## src/rtl/event_recorder_if.sv

```systemverilog
`default_nettype none
// ============================================================================
//  Module      : event_recorder_if
//  Description : Output stream of the event recorder. The recorder drives the
//                head entry, its valid flag and the occupancy; the log
//                consumer returns ready.
//  Ports       : out_valid - head entry available
//                out_ready - consumer accepts head entry this cycle
//                out_data  - head entry {ts, mask, a, b, c}
//                out_count - current FIFO occupancy
//  Revision    : 1.0 - initial release
// ============================================================================
interface event_recorder_if #(
  parameter int DATA_W = 25,
  parameter int CNT_W  = 4
);
  logic              out_valid;
  logic              out_ready;
  logic [DATA_W-1:0] out_data;
  logic [CNT_W-1:0]  out_count;

  modport master (
    output out_valid,
    output out_data,
    output out_count,
    input  out_ready
  );

  modport slave (
    input  out_valid,
    input  out_data,
    input  out_count,
    output out_ready
  );
endinterface
`default_nettype wire

```

## src/rtl/event_recorder.sv

```systemverilog
`default_nettype none
// ============================================================================
//  Module      : event_recorder
//  Description : Samples three watched signals every clock, timestamps any
//                change and queues it in a first-word-fall-through FIFO that
//                a log consumer drains through a valid/ready stream.
//  Ports       : clk      - clock, all state updates on posedge
//                rst      - asynchronous active-high reset
//                en       - capture enable (baseline still tracks when 0)
//                a, b, c  - watched signals
//                out_if   - master side of the output stream
//                overflow - sticky, an event was dropped on a full FIFO
//                clr_ovf  - synchronous clear of overflow and drop_cnt
//                drop_cnt - dropped-event count, saturates at 255
//  Revision    : 1.0 - initial release
// ============================================================================
module event_recorder #(
  parameter int VAL_W = 2,
  parameter int TS_W  = 16,
  parameter int DEPTH = 8
) (
  input  logic             clk,
  input  logic             rst,
  input  logic             en,
  input  logic [VAL_W-1:0] a,
  input  logic [VAL_W-1:0] b,
  input  logic [VAL_W-1:0] c,
  event_recorder_if.master out_if,
  output logic             overflow,
  input  logic             clr_ovf,
  output logic [7:0]       drop_cnt
);

  localparam int DATA_W = TS_W + 3 + 3 * VAL_W;
  localparam int PTR_W  = $clog2(DEPTH);
  localparam int CNT_W  = PTR_W + 1;

  // Registered state
  logic [TS_W-1:0]   ts_q,       ts_d;
  logic [VAL_W-1:0]  prev_a_q,   prev_a_d;
  logic [VAL_W-1:0]  prev_b_q,   prev_b_d;
  logic [VAL_W-1:0]  prev_c_q,   prev_c_d;
  logic              armed_q,    armed_d;
  logic [PTR_W-1:0]  wr_ptr_q,   wr_ptr_d;
  logic [PTR_W-1:0]  rd_ptr_q,   rd_ptr_d;
  logic [CNT_W-1:0]  count_q,    count_d;
  logic              overflow_q, overflow_d;
  logic [7:0]        drop_cnt_q, drop_cnt_d;

  logic [DATA_W-1:0] fifo_mem [DEPTH];

  // Per-cycle decode
  logic [2:0]        chg_mask;
  logic              evt;
  logic              full;
  logic              push;
  logic              pop;
  logic              drop;
  logic [DATA_W-1:0] entry;

  always_comb begin
    // Nothing is compared until the baseline sample has been taken.
    chg_mask = '0;
    if (armed_q) begin
      chg_mask[0] = (a != prev_a_q);
      chg_mask[1] = (b != prev_b_q);
      chg_mask[2] = (c != prev_c_q);
    end
    evt   = |chg_mask;
    full  = (count_q == CNT_W'(DEPTH));
    pop   = (count_q != '0) && out_if.out_ready;
    // A pop in the same cycle frees the slot, so a full FIFO still accepts.
    push  = evt && en && (!full || pop);
    drop  = evt && en && full && !pop;
    entry = {ts_q, chg_mask, a, b, c};
  end

  always_comb begin
    ts_d       = ts_q + TS_W'(1);
    prev_a_d   = a;
    prev_b_d   = b;
    prev_c_d   = c;
    armed_d    = 1'b1;
    wr_ptr_d   = wr_ptr_q;
    rd_ptr_d   = rd_ptr_q;
    count_d    = count_q + CNT_W'(push) - CNT_W'(pop);
    overflow_d = overflow_q;
    drop_cnt_d = drop_cnt_q;

    // DEPTH is a power of two, so pointer overflow is the modulo wrap.
    if (push) wr_ptr_d = wr_ptr_q + PTR_W'(1);
    if (pop)  rd_ptr_d = rd_ptr_q + PTR_W'(1);

    // Clear takes priority over a drop landing in the same cycle.
    if (clr_ovf) begin
      overflow_d = 1'b0;
      drop_cnt_d = '0;
    end else if (drop) begin
      overflow_d = 1'b1;
      if (drop_cnt_q != 8'hFF) drop_cnt_d = drop_cnt_q + 8'd1;
    end
  end

  always_ff @(posedge clk or posedge rst) begin
    if (rst) begin
      ts_q       <= '0;
      prev_a_q   <= '0;
      prev_b_q   <= '0;
      prev_c_q   <= '0;
      armed_q    <= 1'b0;
      wr_ptr_q   <= '0;
      rd_ptr_q   <= '0;
      count_q    <= '0;
      overflow_q <= 1'b0;
      drop_cnt_q <= '0;
    end else begin
      ts_q       <= ts_d;
      prev_a_q   <= prev_a_d;
      prev_b_q   <= prev_b_d;
      prev_c_q   <= prev_c_d;
      armed_q    <= armed_d;
      wr_ptr_q   <= wr_ptr_d;
      rd_ptr_q   <= rd_ptr_d;
      count_q    <= count_d;
      overflow_q <= overflow_d;
      drop_cnt_q <= drop_cnt_d;
    end
  end

  // Storage needs no reset: a slot is only read after it has been written.
  always_ff @(posedge clk) begin
    if (push) fifo_mem[wr_ptr_q] <= entry;
  end

  // Head is forced to zero while empty so the reset value is well defined.
  assign out_if.out_valid = (count_q != '0);
  assign out_if.out_count = count_q;
  assign out_if.out_data  = (count_q != '0) ? fifo_mem[rd_ptr_q] : '0;
  assign overflow         = overflow_q;
  assign drop_cnt         = drop_cnt_q;

endmodule
`default_nettype wire

```

## src/flat_wrapper.sv

```systemverilog
// flat-port wrapper written by rule: the top's interface ports become plain ports
module event_recorder_flat 
#(
  parameter int VAL_W = 2,
  parameter int TS_W  = 16,
  parameter int DEPTH = 8
)
  (clk, rst, en, a, b, c, overflow, clr_ovf, drop_cnt, out_if_out_valid, out_if_out_data, out_if_out_count, out_if_out_ready);
  event_recorder_if #(.DATA_W((16 + 3 + 3 * VAL_W)), .CNT_W(($clog2(DEPTH) + 1))) out_if_i ();
  input  logic clk;
  input  logic rst;
  input  logic en;
  input  logic [VAL_W-1:0] a;
  input  logic [VAL_W-1:0] b;
  input  logic [VAL_W-1:0] c;
  output logic overflow;
  input  logic clr_ovf;
  output logic [7:0] drop_cnt;
  output wire logic [$bits(out_if_i.out_valid)-1:0] out_if_out_valid;
  output wire logic [$bits(out_if_i.out_data)-1:0] out_if_out_data;
  output wire logic [$bits(out_if_i.out_count)-1:0] out_if_out_count;
  input wire logic [$bits(out_if_i.out_ready)-1:0] out_if_out_ready;
  assign out_if_out_valid = out_if_i.out_valid;
  assign out_if_out_data = out_if_i.out_data;
  assign out_if_out_count = out_if_i.out_count;
  assign out_if_i.out_ready = out_if_out_ready;
  event_recorder #(.VAL_W(VAL_W), .TS_W(TS_W), .DEPTH(DEPTH)) u_core (.clk(clk), .rst(rst), .en(en), .a(a), .b(b), .c(c), .out_if(out_if_i), .overflow(overflow), .clr_ovf(clr_ovf), .drop_cnt(drop_cnt));
endmodule
```

## config.mk

```make
export PLATFORM = sky130hd
export DESIGN_NAME = event_recorder_flat
export DESIGN_NICKNAME = d
export VERILOG_FILES = /design/src/rtl/event_recorder_if.sv /design/src/rtl/event_recorder.sv /design/src/flat_wrapper.sv
export SDC_FILE = /design/constraint.sdc
export NUM_CORES = 1
export LEC_CHECK = 0
export ABC_AREA = 1
export CELL_PAD_IN_SITES_DETAIL_PLACEMENT = 1
export CELL_PAD_IN_SITES_GLOBAL_PLACEMENT = 2
export CORE_MARGIN = 8
export CORE_UTILIZATION = 42
export DETAILED_ROUTE_END_ITERATION = 8
export GPL_TIMING_DRIVEN = 0
export PLACE_DENSITY = 0.87
export SYNTH_ARGS = -nofsm -noshare
export SYNTH_HDL_FRONTEND = slang
export SYNTH_SLANG_ARGS = --single-unit
export TNS_END_PERCENT = 50
```

## constraint.sdc

```tcl
create_clock -name clk -period 4 [get_ports clk]
set_clock_uncertainty 0.15 [all_clocks]
set_input_delay 1.2 -clock clk [delete_from_list [all_inputs] [get_ports clk]]
set_output_delay 1.2 -clock clk [all_outputs]
set_load 0.01 [all_outputs]
```

==> results.py, run 1 <==
metrics = {
    "setup_path": {
        "regToRegEndpoint": "u_core.fifo_mem[1][10]",
        "r2r_cells": 11,
        "critPathKind": "flop to primary output",
        "start_kind": "flop",
        "startpoint": "u_core.rd_ptr_q[0]",
        "setup.worst_path.end": "out_if_out_data[24]",
        "r2r_slack_ns": 1.07,
        "end_kind": "primary output",
        "r2r-start": "u_core.out_if.out_count[2]",
        "cp.arrival_ns": 2.59,
        "cp_max_fo": 10,
        "cp.required_ns": 2.65,
    },
    "detailed_routing": {
        "drc": 0,
        "ant_nets": 0,
        "vias_per_cell": 5.25,
        "first_pass_iters": 4,
        "vias": 6479,
        "routed_wl_um": 25900,
        "wire_per_inst_um": 21.0,
        "drt_iter0_markers": 352,
    },
    "synthesis": {
        "netlist_area_mm2": 0.00999,
        "synthAdderAreaFrac": 0.0145,
        "synth.top_cell.area_share": 0.601,
        "synth-xor-area-share": 0.0193,
        "synth_top_family_by_area": "simple AND/OR/NAND/NOR gates",
        "yosysTopAreaCell": "edfxtp_1",
        "synth.most_common_cell": "edfxtp_1",
        "ys_top_cells_by_area": "edfxtp_1 60%, dfrtp_1 11%, nor2_1 6.1%",
        "yosysSeqAreaShare": 0.706,
        "syn_nets": 839,
        "synthDistinctLibCells": 36,
        "synth_edf_count": 200,
        "yosys_warnings": 0,
        "synth_seq_cells": 242,
        "synth_ff_type": "edfxtp_1",
        "synth_cells": 817,
        "synth-compound-area-share": 0.0959,
        "synth.cells.most_frequent": "200 x edfxtp_1, 162 x nor2_1, 72 x o21ai_0",
        "syn_avg_cell_area_um2": 12.2,
        "ys_async_sr_fraction": 0.174,
        "yosys-mux-area-fraction": 0,
        "synth-simple-area-share": 0.127,
    },
    "timing": {
        "clock.fmax_mhz": 254,
        "whs_ns": 0.368,
        "finalHoldViolCount": 0,
        "rsz0062_at_grt": "yes",
        "slew_viol_final": 0,
        "fin_ws_ns": 0.0565,
        "worst_slew_pin_slew_ns": 0.954,
        "fin_setup_tns_ns": 0,
        "slew_headroom": 0.363,
        "finalCritPeriodShare": 0.986,
        "min_period_ns": 3.94,
        "finalSetupViolations": 0,
    },
    "clock_tree": {
        "cts_max_level": 1,
        "cts_buffers": 25,
        "post_cts_buffers": 0,
        "clk_transition_reported_paths_ns": 0.06,
        "postCtsHoldBufs": 0,
        "clk_latency_ns": 0.53,
        "clock_tree.buffer_depth": 3,
        "tritoncts": "yes",
        "clock_sink_count": 242,
        "clockRootBuffer": "clkbuf_16",
    },
    "outcome": {
        "status": "finished clean",
    },
    "grt": {
        "grtUsageTotal": 0.178,
        "grt_pass1_wl_um": 39700,
        "antenna_found_initial": 0,
        "grt_pass1_vias": 6995,
        "overflow": 0,
        "grt_max_degree": 26,
    },
    "job": {
        "cap_viol_max_count": 0,
    },
    "die": {
        "die_h_um": 170,
        "core_area_mm2": 0.0234,
        "die_w_um": 170,
        "initial_core_util": 0.427,
        "io_pins": 50,
        "die_area_mm2": 0.0290,
        "fp-row-count": 56,
    },
    "placement": {
        "port_buffers": 49,
        "place_congestion": 0.756,
        "hpwl_um": 16200,
        "dpl_worst_slack_ns": -0.445,
    },
    "final_layout": {
        "syn_to_final_growth_pct": 19.0,
        "multiInputGateArea_mm2": 0.00265,
        "regArea_mm2": 0.00706,
        "nets": 918,
        "fillers": 2452,
        "n_antenna_cell": 0,
        "drive_above_1_share": 0.137,
    },
    "power_and_ir_drop": {
        "total_power_mw": 8.78,
        "power_density_mw_per_mm2": 739,
        "p_leak_nw": 4.48,
        "ir_drop_uv": 316,
    },
    "min_path": {
        "hold_path.class": "flop to flop",
    },
}
[logic make-up (layout without fill, tap and decap cells)]
kind of cell	Yosys count	in the layout
AOI/OAI and AO/OA	179	179
xor gates and xnor gates	22	22
adders and majority gates	11	11
buffers and inverters	86	183
DFF	242	242
other	1	1
and+or+nand+nor	276	277
[stage by stage]
step / cell area, um2 / utilization / cells
floorplan: 9990 / - / 817
global placement: 10900 / 0.465 / 1185
detailed placement: 11000 / 0.469 / 1187
CTS: 11800 / 0.505 / 1233
global route: 11900 / 0.508 / 1234
finish: 11900 / 0.508 / 1234
[where the power goes]
part           switching [mW]  internal, mW  total, mW
Clock                   0.966          1.41       2.37
Combinational            2.07          1.23       3.31
Sequential             0.0960          3.01       3.10
Total                    3.13          5.65       8.78
[cells in the final DEF (no fill, tap or decap), types with 17 or more instances in the layout]
cell type	Yosys	routed
o21ai_1	55	55
clkbuf_16	0	25
nand3_1	17	17
a31oi_1	25	21
nor2_1	162	158
o21ai_0	72	72
dfrtp_1	42	42
clkdlybuf4s50_1	0	38
edfxtp_1	200	200
inv_1	35	34
o22ai_1	25	25
nand2_1	57	57
[cell type report]
cell class	instances	area share
sequential	242	0.593
multi-input combinational	490	0.223
clock buffer	29	0.0539
timing repair buffer	51	0.0465
tap	319	0.0336
buffer	41	0.0197
clock inverter	17	0.0157
inverter	45	0.0145
[sequential cells by signal, summed over array words and instances (netlist names)]
signal,count
u_core.fifo_mem,200
u_core.ts_q,16
u_core.drop_cnt,8
u_core.out_if.out_count,4
u_core.rd_ptr_q,3
u_core.wr_ptr_q,3
u_core.prev_a_q,2
u_core.prev_b_q,2
u_core.prev_c_q,2
u_core.armed_q,1
u_core.overflow,1
[timing repair]
action                                  4_1_cts  5_1_grt
pin swaps                                     0        1
resized for setup                            18       22
endpoints found under the setup margin       25       90
cloned                                        0        1
[metal layers]
metal	up-vias	global-route usage	routed length, um
met5	-	0	0
met4	0	0.0500	538
met3	35	0.0239	1040
met2	135	0.315	13100
met1	3258	0.226	11200
li1	3051	-	-
[critical path, cell delays in order (launching register included)]
cell,delay [ns]
dfrtp_1,0.41
buf_6,0.15
clkinv_2,0.11
buf_4,0.22
nor2_1,0.06
o22ai_1,0.16
o21ai_1,0.10
a31oi_2,0.24
clkdlybuf4s50_1,0.60
[how the worst min path moves through the flow]
| stage | to | from | slack [ns] | cells past startpoint |
|---|---|---|---|---|
| floorplan | u_core.wr_ptr_q[2] | u_core.wr_ptr_q[2] | 0.33 | 2 |
| global placement | u_core.overflow | u_core.overflow | 0.36 | 2 |
| detailed placement | u_core.overflow | u_core.overflow | 0.36 | 2 |
| CTS | u_core.overflow | u_core.overflow | 0.37 | 2 |
| global route | u_core.overflow | u_core.overflow | 0.41 | 2 |
| finish | u_core.overflow | u_core.overflow | 0.37 | 2 |
Note: power is estimated with default switching activity, not from simulation.
==> inputs of run 2 (changes only) <==
CAP_MARGIN = 20   (was default)
==> results of run 2 <==
Final layout, timing and power as in run 1 (identical DEF).
